===== src/rtl/uart_tx_arbiter_if.sv =====
// Byte-write and UART-emitter handshake bundle for uart_tx_arbiter.
// Ports: a_/b_ valid,data in; a_/b_ full,ovf out; uart_data/valid out, uart_ready in.
interface uart_tx_arbiter_if;
    logic       a_valid;
    logic [7:0] a_data;
    logic       a_full;
    logic       a_ovf;
    logic       b_valid;
    logic [7:0] b_data;
    logic       b_full;
    logic       b_ovf;
    logic [7:0] uart_data;
    logic       uart_valid;
    logic       uart_ready;

    modport slave (
        input  a_valid, a_data, b_valid, b_data, uart_ready,
        output a_full, a_ovf, b_full, b_ovf, uart_data, uart_valid
    );

    modport master (
        output a_valid, a_data, b_valid, b_data, uart_ready,
        input  a_full, a_ovf, b_full, b_ovf, uart_data, uart_valid
    );
endinterface


===== src/rtl/uart_tx_arbiter.sv =====
// Two-hart UART TX arbiter: per-hart byte FIFOs, round-robin grant, one-entry output stage.
// Ports: clk, resetn (async active-low), bus (uart_tx_arbiter_if.slave).
// Optional UART_LINE_LOCK_EN: hold the grant on one hart until '\n' or LOCK_TIMEOUT idle cycles.
module uart_tx_arbiter #(
    parameter int DEPTH        = 4,
    parameter int LOCK_TIMEOUT = 1024
) (
    input  logic               clk,
    input  logic               resetn,
    uart_tx_arbiter_if.slave   bus
);
    localparam int AW = $clog2(DEPTH);

    if (DEPTH < 2 || (DEPTH & (DEPTH - 1)) != 0) begin : g_bad_depth
        $error("DEPTH must be a power of two >= 2");
    end
    if (LOCK_TIMEOUT < 1) begin : g_bad_tmo
        $error("LOCK_TIMEOUT must be >= 1");
    end

    logic [1:0]      in_valid;
    logic [1:0][7:0] in_data;
    logic [1:0]      push;
    logic [1:0]      pop;
    logic [1:0]      full;
    logic [1:0]      ne;
    logic [1:0]      ovf;
    logic [1:0][7:0] head;
    logic [1:0]      elig;

    assign in_valid = {bus.b_valid, bus.a_valid};
    assign in_data  = {bus.b_data, bus.a_data};

    for (genvar h = 0; h < 2; h++) begin : g_fifo
        logic [AW-1:0] wr_q, wr_d, rd_q, rd_d;
        logic [AW:0]   cnt_q, cnt_d;
        logic          ovf_q, ovf_d;
        logic [7:0]    mem_q [DEPTH];

        // Full is taken from the registered count, so a push that
        // coincides with a pop from a full FIFO is still dropped.
        assign full[h] = (cnt_q == (AW + 1)'(DEPTH));
        assign ne[h]   = (cnt_q != '0);
        assign push[h] = in_valid[h] && !full[h];
        assign head[h] = mem_q[rd_q];
        assign ovf[h]  = ovf_q;

        always_comb begin
            wr_d  = wr_q;
            rd_d  = rd_q;
            cnt_d = cnt_q;
            ovf_d = ovf_q;
            if (push[h]) wr_d = wr_q + 1'b1;
            if (pop[h])  rd_d = rd_q + 1'b1;
            if (in_valid[h] && full[h]) ovf_d = 1'b1;
            case ({push[h], pop[h]})
                2'b10:   cnt_d = cnt_q + 1'b1;
                2'b01:   cnt_d = cnt_q - 1'b1;
                default: cnt_d = cnt_q;
            endcase
        end

        always_ff @(posedge clk or negedge resetn) begin
            if (!resetn) begin
                wr_q  <= '0;
                rd_q  <= '0;
                cnt_q <= '0;
                ovf_q <= 1'b0;
            end else begin
                wr_q  <= wr_d;
                rd_q  <= rd_d;
                cnt_q <= cnt_d;
                ovf_q <= ovf_d;
            end
        end

        always_ff @(posedge clk) begin
            if (push[h]) mem_q[wr_q] <= in_data[h];
        end
    end

    logic       out_valid_q, out_valid_d;
    logic [7:0] out_data_q, out_data_d;
    logic       last_q, last_d;
    logic       sel;
    logic       load;
    logic       stage_free;

    // Tie goes to the hart not served last; otherwise the only eligible one.
    always_comb begin
        if (&elig) sel = ~last_q;
        else       sel = elig[1];
    end

    assign stage_free = !out_valid_q || bus.uart_ready;
    assign load       = stage_free && (|elig);
    assign pop        = load ? (sel ? 2'b10 : 2'b01) : 2'b00;

    always_comb begin
        out_valid_d = out_valid_q;
        out_data_d  = out_data_q;
        last_d      = last_q;
        if (stage_free) out_valid_d = load;
        if (load) begin
            out_data_d = head[sel];
            last_d     = sel;
        end
    end

    always_ff @(posedge clk or negedge resetn) begin
        if (!resetn) begin
            out_valid_q <= 1'b0;
            out_data_q  <= 8'h00;
            last_q      <= 1'b1;
        end else begin
            out_valid_q <= out_valid_d;
            out_data_q  <= out_data_d;
            last_q      <= last_d;
        end
    end

`ifdef UART_LINE_LOCK_EN
    localparam logic [1:0] ST_IDLE   = 2'd0;
    localparam logic [1:0] ST_LOCK_A = 2'd1;
    localparam logic [1:0] ST_LOCK_B = 2'd2;
    localparam int         TW        = $clog2(LOCK_TIMEOUT + 1);

    logic [1:0]    st_q, st_d;
    logic [TW-1:0] tmo_q, tmo_d;
    logic          owner;

    assign owner = (st_q == ST_LOCK_B);

    always_comb begin
        case (st_q)
            ST_LOCK_A: elig = ne & 2'b01;
            ST_LOCK_B: elig = ne & 2'b10;
            default:   elig = ne;
        endcase
    end

    // A lone '\n' from IDLE does not open a lock; the timeout only
    // counts while the owner's FIFO stays empty.
    always_comb begin
        st_d  = st_q;
        tmo_d = '0;
        if (st_q == ST_IDLE) begin
            if (load && head[sel] != 8'h0A)
                st_d = sel ? ST_LOCK_B : ST_LOCK_A;
        end else if (load && head[sel] == 8'h0A) begin
            st_d = ST_IDLE;
        end else if (!ne[owner]) begin
            if (tmo_q == TW'(LOCK_TIMEOUT - 1)) st_d = ST_IDLE;
            else tmo_d = tmo_q + 1'b1;
        end
    end

    always_ff @(posedge clk or negedge resetn) begin
        if (!resetn) begin
            st_q  <= ST_IDLE;
            tmo_q <= '0;
        end else begin
            st_q  <= st_d;
            tmo_q <= tmo_d;
        end
    end
`else
    assign elig = ne;
`endif

    assign bus.a_full     = full[0];
    assign bus.b_full     = full[1];
    assign bus.a_ovf      = ovf[0];
    assign bus.b_ovf      = ovf[1];
    assign bus.uart_valid = out_valid_q;
    assign bus.uart_data  = out_data_q;
endmodule


===== src/flat_wrapper.sv =====
// flat-port wrapper written by rule: the top's interface ports become plain ports
module uart_tx_arbiter_flat 
#(
    parameter int DEPTH        = 4,
    parameter int LOCK_TIMEOUT = 1024
)
  (clk, resetn, bus_a_valid, bus_a_data, bus_b_valid, bus_b_data, bus_uart_ready, bus_a_full, bus_a_ovf, bus_b_full, bus_b_ovf, bus_uart_data, bus_uart_valid);
  uart_tx_arbiter_if bus_i ();
  input  logic clk;
  input  logic resetn;
  input wire logic [$bits(bus_i.a_valid)-1:0] bus_a_valid;
  input wire logic [$bits(bus_i.a_data)-1:0] bus_a_data;
  input wire logic [$bits(bus_i.b_valid)-1:0] bus_b_valid;
  input wire logic [$bits(bus_i.b_data)-1:0] bus_b_data;
  input wire logic [$bits(bus_i.uart_ready)-1:0] bus_uart_ready;
  output wire logic [$bits(bus_i.a_full)-1:0] bus_a_full;
  output wire logic [$bits(bus_i.a_ovf)-1:0] bus_a_ovf;
  output wire logic [$bits(bus_i.b_full)-1:0] bus_b_full;
  output wire logic [$bits(bus_i.b_ovf)-1:0] bus_b_ovf;
  output wire logic [$bits(bus_i.uart_data)-1:0] bus_uart_data;
  output wire logic [$bits(bus_i.uart_valid)-1:0] bus_uart_valid;
  assign bus_i.a_valid = bus_a_valid;
  assign bus_i.a_data = bus_a_data;
  assign bus_i.b_valid = bus_b_valid;
  assign bus_i.b_data = bus_b_data;
  assign bus_i.uart_ready = bus_uart_ready;
  assign bus_a_full = bus_i.a_full;
  assign bus_a_ovf = bus_i.a_ovf;
  assign bus_b_full = bus_i.b_full;
  assign bus_b_ovf = bus_i.b_ovf;
  assign bus_uart_data = bus_i.uart_data;
  assign bus_uart_valid = bus_i.uart_valid;
  uart_tx_arbiter #(.DEPTH(DEPTH), .LOCK_TIMEOUT(LOCK_TIMEOUT)) u_core (.clk(clk), .resetn(resetn), .bus(bus_i));
endmodule

===== config.mk =====
export PLATFORM = sky130hd
export DESIGN_NAME = uart_tx_arbiter_flat
export DESIGN_NICKNAME = d
export VERILOG_FILES = /design/src/rtl/uart_tx_arbiter_if.sv /design/src/rtl/uart_tx_arbiter.sv /design/src/flat_wrapper.sv
export SDC_FILE = /design/constraint.sdc
export NUM_CORES = 1
export LEC_CHECK = 0
export CORE_MARGIN = 8
export CORE_UTILIZATION = 56
export DETAILED_ROUTE_END_ITERATION = 12
export GPL_ROUTABILITY_DRIVEN = 0
export GPL_TIMING_DRIVEN = 0
export PLACE_DENSITY = 0.9
export SYNTH_ARGS = -nofsm -noshare
export SYNTH_HDL_FRONTEND = slang
export SYNTH_SLANG_ARGS = --single-unit

===== constraint.sdc =====
create_clock -name clk -period 2.9 [get_ports clk]
set_input_delay 0.29 -clock clk [delete_from_list [all_inputs] [get_ports clk]]
set_output_delay 0.29 -clock clk [all_outputs]
set_load 0.01 [all_outputs]

### Word level (Yosys, flattened, before mapping)

Memories as Yosys holds them, arrays and structs flattened.
Cells that the tools add are included.

* register bits after elaboration: 26
* memory bits (writable): 64
* input bits: 21
* word-level logic and storage cells: 55
* memories: 2

* $add $sub $neg: 8
* $lt $le $gt $ge: 1
* equality and inequality tests: 6
* muxes and demuxes: 11
* bitwise gates (word level): 1
* reduce and logical (&&, ||, !) cells: 15

Memory list
* u_core.g_fifo[0].mem_q: depth 4, bits a word 8, read ports 1, clocked after memory_dff 0, write ports 1, RTL line uart_tx_arbiter.sv:38 `logic [7:0] mem_q [DEPTH];`
* u_core.g_fifo[1].mem_q: depth 4, bits a word 8, read ports 1, clocked after memory_dff 0, write ports 1, RTL line uart_tx_arbiter.sv:38

Operators by type and width (count)
* 8-bit 2-to-1 mux: 2
* 3-bit one-hot mux with 2 select lines: 2
* 2-bit by 1-bit adder with 2-bit output (second input constant): 4
* 3-bit by 1-bit adder with 3-bit output (second input constant): 2
* 3-bit == test (second input constant): 2
* 3-bit nonzero test: 2
* 3-bit by 1-bit subtractor with 3-bit output (second input constant): 2
* 1-bit logical AND: 5
* 1-bit 2-to-1 mux: 5
* 2-bit by 1-bit == test with 1-bit output (second input constant): 2
* 2-bit == test (second input constant): 2
* 2-bit 2-to-1 mux: 2
* 2-bit nonzero test: 2
* 1-bit logical NOT: 3
* 1-bit by 2-bit less-than comparator with 1-bit output (second input constant): 1
* 2-bit AND reduction: 1
* 2-bit OR reduction: 1
* 1-bit logical OR: 1
* 1-bit NOT: 1

### Depth between registers and ports, before layout

Gate-level depths: netlist of run 1.

* word-level depth: 7
* mapped depth: 9
* mapped depth without buffers: 9

### Worst setup path after synthesis of run 1

OpenSTA, ideal clock, no wires.

* path kind: register to register
* start point: register u_core.g_fifo[0].cnt_q[1]
* end point: register u_core.g_fifo[0].cnt_q[2]
* setup time: 79 ps
* arrival time: 2095 ps
* required time: 2821 ps
* path slack: 726 ps
* stages on the path, launching flop included: 10
* period minus slack after synthesis: 2174 ps
* cell sequence: dfrtp_1 > nor3b_1 > nor2b_1 > inv_1 > ha_1 > inv_1 > fa_1 > xor2_1 > nor2_1 > xor2_1

* elaborated cells between the ends (all ways): 16

RTL lines
* start: declaration: RTL line uart_tx_arbiter.sv:36 `logic [AW:0] cnt_q, cnt_d;`
* start signal: assignment: RTL line uart_tx_arbiter.sv:72 `cnt_q <= cnt_d;`
* 3-bit == test *: RTL line uart_tx_arbiter.sv:42 `assign full[h] = (cnt_q == (AW + 1)'(DEPTH));`
* net bus_a_full: RTL line flat_wrapper.sv:16 `output wire logic [$bits(bus_i.a_full)-1:0] bus_a_full;`
* 1-bit logical NOT *: RTL line uart_tx_arbiter.sv:44 `assign push[h] = in_valid[h] && !full[h];`
* 1-bit logical AND *: RTL line uart_tx_arbiter.sv:44
* 2-bit by 1-bit == test with 1-bit output / 2-bit == test (equally long branches): RTL line uart_tx_arbiter.sv:56 `case ({push[h], pop[h]})`
* 3-bit one-hot mux with 2 select lines / 2-bit nonzero test (equally long branches)

The timed path passes the listed nets; every way through them passes the cells marked *.
A chain may end at the register's enable or synchronous reset.

### Worst setup path in the final report of run 1

* start point: register u_core.g_fifo[0].cnt_q[1]
* end point: register u_core.g_fifo[1].cnt_q[2]

* word-level cells in the longest chain between the ends: 7
* elaborated cells between the ends (all ways): 11

Ends and longest elaborated chain
* 3-bit nonzero test *: RTL line uart_tx_arbiter.sv:43 `assign ne[h] = (cnt_q != '0);`
* 2-bit AND reduction: RTL line uart_tx_arbiter.sv:91 `if (&elig) sel = ~last_q;`
* 1-bit 2-to-1 mux: RTL line uart_tx_arbiter.sv:91
* 2-bit 2-to-1 mux: RTL line uart_tx_arbiter.sv:97 `assign pop = load ? (sel ? 2'b10 : 2'b01) : 2'b00;`
* 2-bit 2-to-1 mux *: RTL line uart_tx_arbiter.sv:97
* net u_core.pop[1]: RTL line uart_tx_arbiter.sv:24 `logic [1:0] pop;`
* 2-bit by 1-bit == test with 1-bit output / 2-bit == test (equally long branches): RTL line uart_tx_arbiter.sv:56
* 3-bit one-hot mux with 2 select lines / 2-bit nonzero test (equally long branches)
* end signal: assignment: RTL line uart_tx_arbiter.sv:72
* end: declaration: RTL line uart_tx_arbiter.sv:36

Marks and branches as above.

==> results.cfg, run 1 <==
[sta]
worst_hold_slack_ps = 456
timing.fmax_mhz = 395
hold_violations = 0
max_slew.worst_pin.slew_ps = 622
min_period_ps = 2530
max-slew-margin-rel_pct = 58.3
finalClockSkew_ps = 8.88
min_period_over_period_pct = 87.4
finalMaxSlewViolations = 0
rsz0062_at_grt = no
setup-tns-final_ps = 0
setup_violations = 0

[synthesis]
synth-edff-count = 64
synth_fp_nets = 232
synth_area_per_cell_um2 = 18.5
synth_cell_type_count = 34
number_of_synthesized_register_bits = 90
postSynth.topFlopCell = sky130_fd_sc_hd__edfxtp_1
synthesis.area_um2 = 3680
synth-seq-area-share_pct = 69.9
instance_count_of_the_mapped_netlist = 199
asyncSetResetFlopFracSynth_pct = 28.9
ys_warn_count = 0

[power]
net-switching-power_mw = 1.36
leakagePower_nw = 1.58
power.internal_mw = 2.92
switching_share_pct = 31.8
ir_drop_mv = 0.641
power_frac_comb_pct = 34.5
p_seq_share_pct = 45.6
clock_power_share_pct = 19.8
power_density_nw_per_um2 = 994

[worst_setup_path]
crit_path_start_kind = flip-flop
critical_path_arrival_ps = 2810
setup.worst_path.end_class = flip-flop
worstPathMaxFanout = 10
cp.required_ps = 3180
worst-setup-path-type = flip-flop to flip-flop

[drt]
detailroute.via_count = 1870
detail-route-antenna-nets = 0
routed_wl_um = 6390
routed_wire_length_per_instance_um = 19.6
detail_route.iter0.violations = 111
remaining_drc_errors = 0
post_drt_via_cell_ratio = 5.74
drt_first_pass_iters = 4

[floorplanning]
die_width_um = 97.1
initial_utilization_pct = 58.0
io_pins = 34
die_area_um2 = 9420
die_height_um = 97.1
core-area_um2 = 6350
row_count = 29

[global_route]
grt_start_max_net_pins = 27
grt_pass1_vias = 2018
gr-total-overflow = 0
antenna_found_initial = 0
wire_length_of_the_first_global_routing_pass_um = 10500
grt_util_all_layers_pct = 14.2

[cells_and_area]
final_layout_size_suffix_gt1_share_pct = 16.5
layout_common_cells = sky130_fd_sc_hd__edfxtp_1, sky130_fd_sc_hd__clkdlybuf4s50_1, sky130_fd_sc_hd__dfrtp_1, sky130_fd_sc_hd__mux4_2, sky130_fd_sc_hd__inv_1
final_cell_utilization_of_the_core_pct = 67.9
commonest_non_fill_non_tap_cell_in_the_layout = sky130_fd_sc_hd__edfxtp_1
num_antenna_cells = 0
final_nets = 277
nFillCells = 402
synthToLayoutAreaGrowth_pct = 17.1

[cts]
cts_hold_buf = 0
cts.sinks = 90
tritoncts_clock_tree = yes
clock_pin_slew_on_the_worst_setup_and_hold_paths_ps = 90
cts_inserted_buffers = 9
cts-resized-gates = 0
ctsLongestPathBuffers = 2
htree_num_levels = 3
clkLatencyLatePin_ps = 350
ctsRootBufferMaster = sky130_fd_sc_hd__clkbuf_8
setup_fix_buffers_added_after_clock_tree_synthesis = 0

[flow_run]
timing.max_cap.violations = 0

[worst_hold_path]
holdCritPathClass = primary input to async pin

[placed_design]
post-dp-hpwl_um = 4540
port-buffer-count = 33

[outcome]
status = finished, final reports clean
[metrics by stage]
stage | instances | setup slack, ps | total power [mW] | instance area [µm²]
floorplan | 199 | 726 | 2.96 | 3680
global placement | 309 | 253 | 3.38 | 4110
detailed placement | 309 | 127 | 3.49 | 4110
CTS | 325 | 374 | 4.33 | 4310
global route | 326 | 175 | 4.53 | 4310
finish | 326 | 365 | 4.29 | 4310
[state kept, by name (all words and copies together), names as in the netlist]
| register | cells |
|---|---|
| u_core.bus.a_ovf | 1 |
| u_core.bus.b_ovf | 1 |
| u_core.bus.uart_data | 8 |
| u_core.bus.uart_valid | 1 |
| u_core.g_fifo.cnt_q | 6 |
| u_core.g_fifo.mem_q | 64 |
| u_core.g_fifo.rd_q | 4 |
| u_core.g_fifo.wr_q | 4 |
| u_core.last_q | 1 |
[worst max-delay path, cell delays in order, from the launching register on]
cell,delay [ps]
sky130_fd_sc_hd__dfrtp_1,450
sky130_fd_sc_hd__o31ai_2,600
sky130_fd_sc_hd__and3_1,330
sky130_fd_sc_hd__ha_1,230
sky130_fd_sc_hd__inv_1,70
sky130_fd_sc_hd__fa_1,380
sky130_fd_sc_hd__xor2_1,150
sky130_fd_sc_hd__nor2_1,110
sky130_fd_sc_hd__xor2_1,150
[layer usage]
metal | vias to the layer above | global-route usage [%] | part of all wire, %
li1 | 867 | - | -
met1 | 936 | 17.8 | 44
met2 | 53 | 22.4 | 50
met3 | 14 | 2.77 | 3.5
met4 | 0 | 8.64 | 2.5
met5 | - | 0 | 0
[kinds of logic (layout without fill, tap and decap cells)]
| kind of cell | Yosys count | after routing | share of synthesized area, % |
|---|---|---|---|
| mux | 19 | 19 | 10.7 |
| xor+xnor | 12 | 12 | 2.86 |
| buf+inv | 19 | 69 | 2.38 |
| flops | 90 | 90 | 69.9 |
| fa+ha+maj | 12 | 12 | 4.49 |
| compound gates | 16 | 16 | 4.01 |
| simple gates | 31 | 31 | 5.64 |
[final cells by class]
class / count / area, µm² / area share [%]
Timing Repair Buffer: 34 / 335 / 7.78
Clock buffer: 9 / 124 / 2.87
Clock inverter: 7 / 75.1 / 1.74
Sequential cell: 90 / 2570 / 59.7
Inverter: 12 / 45.0 / 1.04
Multi-Input combinational cell: 90 / 1020 / 23.6
Buffer: 7 / 42.5 / 0.987
Tap cell: 77 / 96.3 / 2.24
[cells in the mapped netlist (2+ instances only)]
master | n | share of area, %
sky130_fd_sc_hd__a21o_1 | 3 | 0.61
sky130_fd_sc_hd__a221o_1 | 8 | 2.2
sky130_fd_sc_hd__and2_1 | 8 | 1.4
sky130_fd_sc_hd__and4_1 | 8 | 1.9
sky130_fd_sc_hd__buf_6 | 2 | 0.61
sky130_fd_sc_hd__clkbuf_1 | 3 | 0.31
sky130_fd_sc_hd__dfrtp_1 | 25 | 17
sky130_fd_sc_hd__edfxtp_1 | 64 | 52
sky130_fd_sc_hd__fa_1 | 2 | 1.1
sky130_fd_sc_hd__ha_1 | 10 | 3.4
sky130_fd_sc_hd__inv_1 | 12 | 1.2
sky130_fd_sc_hd__mux2_2 | 2 | 0.61
sky130_fd_sc_hd__mux4_2 | 16 | 9.8
sky130_fd_sc_hd__nand2_1 | 2 | 0.20
sky130_fd_sc_hd__nor2_1 | 3 | 0.31
sky130_fd_sc_hd__nor2b_1 | 2 | 0.34
sky130_fd_sc_hd__nor3b_1 | 2 | 0.41
sky130_fd_sc_hd__xnor2_1 | 6 | 1.4
sky130_fd_sc_hd__xor2_1 | 6 | 1.4
[power groups by stage]
| stage | sequential [mW] | combinational [mW] | clock, mW |
|---|---|---|---|
| finish | 1.96 | 1.48 | 0.849 |
| global route | 1.99 | 1.63 | 0.917 |
| CTS | 1.96 | 1.51 | 0.862 |
| detailed placement | 1.98 | 1.50 | 0 |
| global placement | 1.95 | 1.44 | 0 |
| floorplan | 1.95 | 1.01 | 0 |
[worst paths after layout]
path / startpoint / end / slack, ps / cells after the start
min reg2reg: u_core.bus.a_ovf$_DFFE_PN0P_ / u_core.bus.a_ovf$_DFFE_PN0P_ / 470 / 1
max: u_core.g_fifo[0].cnt_q[1]$_DFFE_PN0P_ / u_core.g_fifo[1].cnt_q[2]$_DFFE_PN0P_ / 370 / 8
max in group asynchronous: resetn / u_core.last_q$_DFFE_PN1N_ / 2060 / 2
min: resetn / u_core.g_fifo[1].rd_q[1]$_DFFE_PN0P_ / 460 / 2
max reg2reg: u_core.g_fifo[0].cnt_q[1]$_DFFE_PN0P_ / u_core.g_fifo[1].cnt_q[2]$_DFFE_PN0P_ / 370 / 8
min in group clk: u_core.bus.a_ovf$_DFFE_PN0P_ / u_core.bus.a_ovf$_DFFE_PN0P_ / 470 / 1
Note: power is estimated with default switching activity, not from simulation.
==> run 2: changes to the inputs <==
--- a/config.mk
+++ b/config.mk
@@ -5,12 +5,14 @@
 export SDC_FILE = /design/constraint.sdc
 export NUM_CORES = 1
 export LEC_CHECK = 0
+export ABC_AREA = 0
 export CORE_MARGIN = 8
 export CORE_UTILIZATION = 56
 export DETAILED_ROUTE_END_ITERATION = 12
 export GPL_ROUTABILITY_DRIVEN = 0
 export GPL_TIMING_DRIVEN = 0
 export PLACE_DENSITY = 0.9
+export SLEW_MARGIN = 0
 export SYNTH_ARGS = -nofsm -noshare
 export SYNTH_HDL_FRONTEND = slang
 export SYNTH_SLANG_ARGS = --single-unit
==> results of run 2 <==
The final DEF is identical to that of run 1; final timing and power are the same.
==> run 3: changes to the inputs <==
--- a/config.mk
+++ b/config.mk
@@ -7,11 +7,11 @@
 export LEC_CHECK = 0
 export ABC_AREA = 0
 export CORE_MARGIN = 8
-export CORE_UTILIZATION = 56
+export CORE_UTILIZATION = 43
 export DETAILED_ROUTE_END_ITERATION = 12
 export GPL_ROUTABILITY_DRIVEN = 0
 export GPL_TIMING_DRIVEN = 0
-export PLACE_DENSITY = 0.9
+export PLACE_DENSITY = 0.75
 export SLEW_MARGIN = 0
 export SYNTH_ARGS = -nofsm -noshare
 export SYNTH_HDL_FRONTEND = slang
==> run 3 against run 2 <==
Net effect: global-route usage is 2.9 points lower; sequential share of layout area down 0.28 points; sequential power hardly changed; first-iteration DRC count is 32% lower; non-clock buffer count unchanged; clock skew grew 1.3 ps; design area up 0.46%; final cell count is 8.6% higher; hold slack gained 9.9 ps.
==> results.cfg, run 3 (synthesis gave the netlist of run 1 again) <==
[cts]
clkLatencyLatePin_ps = 350
ctsRootBufferMaster = sky130_fd_sc_hd__clkbuf_8
cts-resized-gates = 0
setup_fix_buffers_added_after_clock_tree_synthesis = 0
htree_num_levels = 3
cts.sinks = 90
ctsLongestPathBuffers = 2
cts_inserted_buffers = 9
tritoncts_clock_tree = yes
cts_hold_buf = 0
clock_pin_slew_on_the_worst_setup_and_hold_paths_ps = 100

[placed_design]
placed_cells = 337
pre_cts_slack_ps = 195
port-buffer-count = 33
post-dp-hpwl_um = 4360

[sta]
setup-tns-final_ps = 0
final_critical_path_setup_slack_ps = 441
finalClockSkew_ps = 10.1
setup_violations = 0
max-slew-margin-rel_pct = 59.6
hold_violations = 0
max_slew.worst_pin.slew_ps = 606
min_period_ps = 2460
finalMaxSlewViolations = 0
min_period_over_period_pct = 84.8
rsz0062_at_grt = no
timing.fmax_mhz = 407

[drt]
detailroute.via_count = 1818
routed_wl_um = 6240
detail-route-antenna-nets = 0
post_drt_via_cell_ratio = 5.14
detail_route.iter0.violations = 75
drt_first_pass_iters = 4
routed_wire_length_per_instance_um = 17.6
remaining_drc_errors = 0

[worst_setup_path]
cp.buffers_inverters = 1
crit_path_start_kind = flip-flop
r2r-start = u_core.g_fifo[0].cnt_q[1]$_DFFE_PN0P_
setup.worst_path.end_class = flip-flop
max_stage_delay_ps = 570
critical_path_arrival_ps = 2740
rr_worst_depth = 8
worstPathMaxFanout = 10
path_depth = 8
path_delay_family = adder cells
crit_chain = o31ai_2 -> and3_1 -> ha_1 -> inv_1 -> fa_1 -> xor2_1 -> nor2_1 -> xor2_1
crit_path_frequent_cell = sky130_fd_sc_hd__xor2_1
worst-setup-path-type = flip-flop to flip-flop
worst_path_max_delay_cell = sky130_fd_sc_hd__o31ai_2
cp.required_ps = 3180
setup.worst_path.start = u_core.g_fifo[0].cnt_q[1]$_DFFE_PN0P_

[global_route]
grt_util_all_layers_pct = 11.3
grt_pass1_vias = 1957
wire_length_of_the_first_global_routing_pass_um = 9940
antenna_found_initial = 0
grt_start_max_net_pins = 27
gr-total-overflow = 0

[power]
leakagePower_nw = 1.57
clock_power_share_pct = 19.0
power_mw = 4.21
p_seq_share_pct = 46.1
power_density_nw_per_um2 = 971
switching_share_pct = 32.3
power.internal_mw = 2.85
ir_drop_mv = 0.348
net-switching-power_mw = 1.36
power_frac_comb_pct = 34.9

[floorplanning]
die_width_um = 109
core-area_um2 = 8260
die_height_um = 109
die_area_um2 = 11800
io_pins = 34
row_count = 33
initial_utilization_pct = 44.6

[cells_and_area]
final_nets = 277
final_layout_size_suffix_gt1_share_pct = 16.9
layoutNonFillerInstCount = 354
commonest_non_fill_non_tap_cell_in_the_layout = sky130_fd_sc_hd__edfxtp_1
num_antenna_cells = 0
largest_reg_flops = 64
top_register = u_core.g_fifo.mem_q
nFillCells = 683
synthToLayoutAreaGrowth_pct = 17.7
layout_common_cells = sky130_fd_sc_hd__edfxtp_1, sky130_fd_sc_hd__clkdlybuf4s50_1, sky130_fd_sc_hd__dfrtp_1, sky130_fd_sc_hd__mux4_2, sky130_fd_sc_hd__inv_1

[worst_hold_path]
holdCritPathClass = primary input to async pin

[outcome]
status = finished, final reports clean

[flow_run]
timing.max_cap.violations = 0
-- run 3: cell types whose count changed in the layout (fill, tap and decap cells not counted) --
cell,previous run,this run
sky130_fd_sc_hd__clkinv_2,0,1
sky130_fd_sc_hd__clkinv_1,1,0
sky130_fd_sc_hd__inv_6,3,2
sky130_fd_sc_hd__inv_8,0,2
sky130_fd_sc_hd__bufinv_16,1,0
-- run 3: power by group through the flow --
stage / combinational [mW] / clock, mW / sequential (mW)
floorplan: 1.01 / 0 / 1.95
detailed placement: 1.49 / 0 / 1.97
global placement: 1.45 / 0 / 1.95
CTS: 1.50 / 0.816 / 1.94
finish: 1.47 / 0.799 / 1.94
global route: 1.63 / 0.866 / 1.98
-- run 3: area by class of cell --
type | count | area, µm² | share of cell area [%]
Buffer | 7 | 42.5 | 0.982
Clock buffer | 9 | 124 | 2.86
Clock inverter | 7 | 60.1 | 1.39
Inverter | 12 | 45.0 | 1.04
Multi-Input combinational cell | 90 | 1020 | 23.5
Sequential cell | 90 | 2570 | 59.4
Tap cell | 105 | 131 | 3.03
Timing Repair Buffer | 34 | 335 | 7.74
-- run 3: worst reg2reg max path, stage by stage (launching register included) --
cell and delay [ps]:
sky130_fd_sc_hd__dfrtp_1 440, sky130_fd_sc_hd__o31ai_2 580, sky130_fd_sc_hd__and3_1 320, sky130_fd_sc_hd__ha_1 210, sky130_fd_sc_hd__inv_1 60, sky130_fd_sc_hd__fa_1 370, sky130_fd_sc_hd__xor2_1 150, sky130_fd_sc_hd__nor2_1 120
sky130_fd_sc_hd__xor2_1 140
-- run 3: path summary, 6_finish.rpt --
path | end | slack [ps]
max in group asynchronous | u_core.g_fifo[1].wr_q[1]$_DFFE_PN0P_ | 2020
min reg2reg | u_core.bus.b_ovf$_DFFE_PN0P_ | 470
min | u_core.bus.uart_data[5]$_DFFE_PN0N_ | 470
max reg2reg | u_core.g_fifo[1].cnt_q[2]$_DFFE_PN0P_ | 440
min in group clk | u_core.bus.b_ovf$_DFFE_PN0P_ | 470
max | u_core.g_fifo[1].cnt_q[2]$_DFFE_PN0P_ | 440
-- run 3: metrics by stage --
| stage | cell area [µm²] | utilization (%) | hold WS [ps] |
|---|---|---|---|
| floorplan | 3680 | - | -5.59 |
| global placement | 4140 | 50.2 | 441 |
| detailed placement | 4140 | 50.2 | 451 |
| CTS | 4330 | 52.4 | 472 |
| global route | 4330 | 52.4 | 501 |
| finish | 4330 | 52.4 | 466 |
-- run 3: metal layers --
layer | part of all wire [%] | global-route usage, %
met3 | 4.3 | 2.50
met5 | 0 | 0
met4 | 1.9 | 5.87
met2 | 49 | 18.4
met1 | 45 | 13.9
